$ cat src/rtl/instr_fetch_ctrl.sv
// Fetch sequencer between myROM and decode: owns the PC, captures ROM words into an IR,
// and offers them over valid/ready. Optional FETCH_STAT_EN adds a saturating handshake counter.
module instr_fetch_ctrl #(
    parameter int unsigned ADDR_W   = 7,
    parameter int unsigned DATA_W   = 16,
    parameter int unsigned RESET_PC = 0
) (
    input  logic              Clk,
    input  logic              Reset,
    output logic [ADDR_W-1:0] rom_addr,
    input  logic [DATA_W-1:0] rom_q,
    output logic [DATA_W-1:0] ir,
    output logic [ADDR_W-1:0] ir_pc,
    output logic              ir_valid,
    input  logic              ir_ready,
    input  logic              redirect,
    input  logic [ADDR_W-1:0] redirect_pc,
    input  logic              halt,
`ifdef FETCH_STAT_EN
    output logic [15:0]       fetch_count,
`endif
    output logic              halted
);

    typedef enum logic [1:0] {
        ST_ISSUE   = 2'd0,
        ST_CAPTURE = 2'd1,
        ST_HOLD    = 2'd2,
        ST_HALT    = 2'd3
    } state_e;

    state_e              state_q;
    logic [ADDR_W-1:0]   pc_q;
    logic [DATA_W-1:0]   ir_q;
    logic [ADDR_W-1:0]   ir_pc_q;
    logic                ir_valid_q;
    logic                halted_q;
    logic [ADDR_W-1:0]   pc_inc_c;
    logic                handshake_c;

    // Natural ADDR_W-bit wrap gives the modulo PC increment.
    assign pc_inc_c    = pc_q + ADDR_W'(1);
    // A halt on the same edge discards the pending IR, so it is not counted as consumed.
    assign handshake_c = (state_q == ST_HOLD) && ir_valid_q && ir_ready && !halt;

    // Fetch FSM: Reset > halt > redirect > normal step; HALT is left only by Reset.
    always_ff @(posedge Clk) begin
        if (Reset) begin
            state_q    <= ST_ISSUE;
            pc_q       <= ADDR_W'(RESET_PC);
            ir_q       <= '0;
            ir_pc_q    <= '0;
            ir_valid_q <= 1'b0;
            halted_q   <= 1'b0;
        end else if (state_q != ST_HALT) begin
            if (halt) begin
                state_q    <= ST_HALT;
                ir_valid_q <= 1'b0;
                halted_q   <= 1'b1;
            end else if (redirect) begin
                state_q    <= ST_ISSUE;
                pc_q       <= redirect_pc;
                ir_valid_q <= 1'b0;
            end else begin
                case (state_q)
                    ST_ISSUE: begin
                        state_q <= ST_CAPTURE;
                    end
                    ST_CAPTURE: begin
                        ir_q       <= rom_q;
                        ir_pc_q    <= pc_q;
                        ir_valid_q <= 1'b1;
                        pc_q       <= pc_inc_c;
                        state_q    <= ST_HOLD;
                    end
                    ST_HOLD: begin
                        if (ir_ready) begin
                            ir_valid_q <= 1'b0;
                            state_q    <= ST_ISSUE;
                        end
                    end
                    default: begin
                        state_q <= state_q;
                    end
                endcase
            end
        end
    end

`ifdef FETCH_STAT_EN
    logic [15:0] fetch_count_q;

    // Saturating count of accepted instructions; only Reset clears it.
    always_ff @(posedge Clk) begin
        if (Reset) begin
            fetch_count_q <= '0;
        end else if (handshake_c && !(&fetch_count_q)) begin
            fetch_count_q <= fetch_count_q + 16'd1;
        end
    end

    assign fetch_count = fetch_count_q;
`else
    logic unused_handshake;
    assign unused_handshake = handshake_c;
`endif

    assign rom_addr = pc_q;
    assign ir       = ir_q;
    assign ir_pc    = ir_pc_q;
    assign ir_valid = ir_valid_q;
    assign halted   = halted_q;

endmodule

$ cat config.mk
export PLATFORM = sky130hd
export DESIGN_NAME = instr_fetch_ctrl
export DESIGN_NICKNAME = d
export VERILOG_FILES = /design/src/rtl/instr_fetch_ctrl.sv
export SDC_FILE = /design/constraint.sdc
export NUM_CORES = 1
export LEC_CHECK = 0
export BUFFER_PORTS_ARGS = -buffer_cell sky130_fd_sc_hd__buf_2
export CAP_MARGIN = 20
export CORE_ASPECT_RATIO = 0.5
export CORE_MARGIN = 2
export CORE_UTILIZATION = 42
export DETAILED_ROUTE_END_ITERATION = 6
export HOLD_SLACK_MARGIN = 0.06
export PLACE_DENSITY = 0.82
export SLEW_MARGIN = 20
export SYNTH_ARGS = -nofsm -noshare
export SYNTH_HDL_FRONTEND = slang
export SYNTH_SLANG_ARGS = --single-unit
$ cat constraint.sdc
create_clock -name Clk -period 1.4 [get_ports Clk]
set_input_delay 0.14 -clock Clk [delete_from_list [all_inputs] [get_ports Clk]]
set_output_delay 0.14 -clock Clk [all_outputs]
set_load 0.01 [all_outputs]
==> impl_metrics.yaml <==
run_status:
  status: "complete, but fails checks"
  failed_checks: "negative setup slack"
clocking:
  cts_tree: "done"
  cts_max_path_buffers: 2
  root_buffer: "clkbuf_8"
  numCtsBuffers: 5
  cts_max_level: 2
  cts.clk_slew.worst_paths_ns: 0.07
  insertion_delay_ns: 0.29
  clock-sinks: 34
timing:
  period_minus_slack_ns: 1.46
  layout_setup_ws_ns: -0.0584
  max-slew-margin-rel: 0.721
  clock_skew_ns: 0.00566
  hold_viol_final: 0
  rsz0062_at_grt: "true"
  max_freq_mhz: 686
  drv_slew: 0
  tightest_slew_ns: 0.419
  setup_viol: 8
  period_share: 1.04
die:
  rows: 15
  io_pins: 60
  die_h_um: 45.9
  fp.dieArea_mm2: 0.00402
  start_util: 0.434
  coreArea_mm2: 0.00340
  die_w_um: 87.7
global_route:
  grt_max_degree: 22
  grt_overflow_total: 0
  grt_first_pass_wirelength_um: 5940
  grt_util_all_layers: 0.194
  antenna_found_initial: 0
  grt_pass1_vias: 1350
routing:
  routed_wl_um: 4140
  dr.pass1.iters: 4
  viasPerCell: 5.12
  drc_errors: 0
  routedWlPerCell_um: 13.1
  drt_iter0_drc: 63
  ant_nets: 0
  vias: 1619
layout:
  n_antenna_cell: 0
  final.fill_count: 280
  drive_gt1_frac: 0.430
  final_cells: 316
  multiInputGateArea_um2: 852
  syn_to_final_growth_pct: 48.3
  fin_nets: 298
  ff_latch_area_um2: 686
logic_synthesis:
  yosys_warnings: 0
  syn_area_mm2: 0.00147
  synth_nets: 223
  synth.area.top_cells: "dfxtp_1 (46%), nand2_1 (14%), a21oi_1 (11%)"
  yosysTopAreaCell: "dfxtp_1"
  synth_seq_cells: 34
  yosysUniqueCellTypes: 26
  syn-mean-instance-area_um2: 7.79
  ys_seq_area_frac: 0.462
  syn_inst: 189
  yosys.area.top_type_share: 0.462
placement:
  placed_cells: 303
  hpwl_um: 2710
  io_buffers: 59
  place_congestion: 0.770
setup_path:
  endpoint_kind: "register"
  worstPathMaxFanout: 21
  cp.arrival_ns: 1.67
  crit_required_ns: 1.61
  critPathLaunchType: "register"
  critical_path_class: "reg2reg"
pwr:
  cellLeakagePower_nw: 0.939
  power_density_mw_per_mm2: 1000
  p_total_mw: 2.19
  peakVddDrop_mv: 0.460
job:
  cap_violations: 0
worst_hold_path:
  holdCritPathClass: "in2reg"
cells in the final DEF (no fill, tap or decap), drive strengths merged:
master / instances
a21oi: 33
a211oi: 1
ha: 6
nand3: 3
o32ai: 2
nor2b: 1
mux2i: 1
o21ai: 7
a31oi: 3
nor2: 8
nand2b: 4
inv: 5
clkinv: 1
clkbuf: 7
or4b: 1
o21a: 4
a21boi: 1
nand2: 56
buf: 79
o41ai: 2
or3: 2
o31ai: 1
a21bo: 1
nor3: 2
dfxtp: 34
flip-flops by register name, summed over array words and instances, names as in the netlist:
| register | cells |
|---|---|
| ir_pc | 7 |
| halted | 1 |
| ir_valid | 1 |
| state_q | 2 |
| rom_addr | 7 |
| ir | 16 |
final cells by class:
class	instances	area share
multi-input combinational	139	0.390
timing repair buffer	79	0.215
clock inverter	1	0.00229
sequential	34	0.314
tap	51	0.0292
inverter	5	0.00974
clock buffer	7	0.0395
critical path, stage by stage (launching register included):
cell,delay [ns]
dfxtp_4,0.38
inv_4,0.07
buf_6,0.10
ha_1,0.16
nand2b_1,0.11
nor2_4,0.14
buf_12,0.17
nand2_1,0.09
a21oi_1,0.17
Yosys cell counts:
library cell and instances:
ha_1 6, nor2_2 1, nand2_1 56, a21boi_1 1
nor2b_1 1, a31oi_1 3, o21ai_0 7, or4b_1 1
o21a_1 4, o32ai_1 2, dfxtp_1 34, clkbuf_1 6
a21bo_2 1, o31ai_1 1, buf_4 1, or3_1 2
nand3_1 3, nor2_1 7, mux2i_1 1, nand2b_1 4
buf_2 4, nor3_1 2, a211oi_1 1, inv_1 5
o41ai_1 2, a21oi_1 33
logic make-up after synthesis:
| logic type | after synthesis | share of synthesized area |
|---|---|---|
| muxes | 1 | 0.00680 |
| and+or+nand+nor | 77 | 0.218 |
| DFF | 34 | 0.462 |
| buffers and inverters | 16 | 0.0467 |
| adders and majority gates | 6 | 0.0510 |
| AOI/OAI and AO/OA | 55 | 0.215 |
worst paths after layout:
check | from | endpoint | slack, ns | depth (start not counted)
setup / recovery | state_q[1] | ir[10] | -0.06 | 8
hold / removal | rom_q[13] | ir[13] | 0.09 | 3
setup reg to reg | state_q[1] | ir[10] | -0.06 | 8
hold reg to reg | ir[7] | ir[7] | 0.45 | 2
report_power, final:
group / switching, mW / total [mW] / internal [mW] / leakage, nW
Combinational: 0.210 / 0.405 / 0.195 / 0.613
Sequential: 0.0297 / 1.03 / 1.00 / 0.277
Clock: 0.351 / 0.747 / 0.397 / 0.0482
repair_timing:
action	CTS	global route
buffers inserted	2	3
resized for setup	9	24
setup endpoints to repair	27	32
pin swaps	4	2
hold buffers	0	0
metal layers:
layer  up-vias  track usage  part of all wire
met5         -            0                 0
met4         0       0.0646            0.0041
met3         4       0.0489             0.052
met2        51        0.361              0.52
met1       776        0.223              0.43
li1        788            -                 -
through the flow:
step | hold WS (ns) | TNS [ns] | util | worst slack, ns | instance area (µm²)
floorplan | 0.276 | 0 | - | 0.00273 | 1490
global placement | 0.381 | -0.0150 | 0.566 | -0.0128 | 1920
detailed placement | 0.385 | -0.228 | 0.566 | -0.0851 | 1920
CTS | 0.0830 | -0.0384 | 0.605 | -0.0354 | 2050
global route | 0.0933 | -1.45 | 0.643 | -0.124 | 2180
finish | 0.0871 | -0.230 | 0.643 | -0.0584 | 2180
Note: power is estimated with default switching activity, not from simulation.
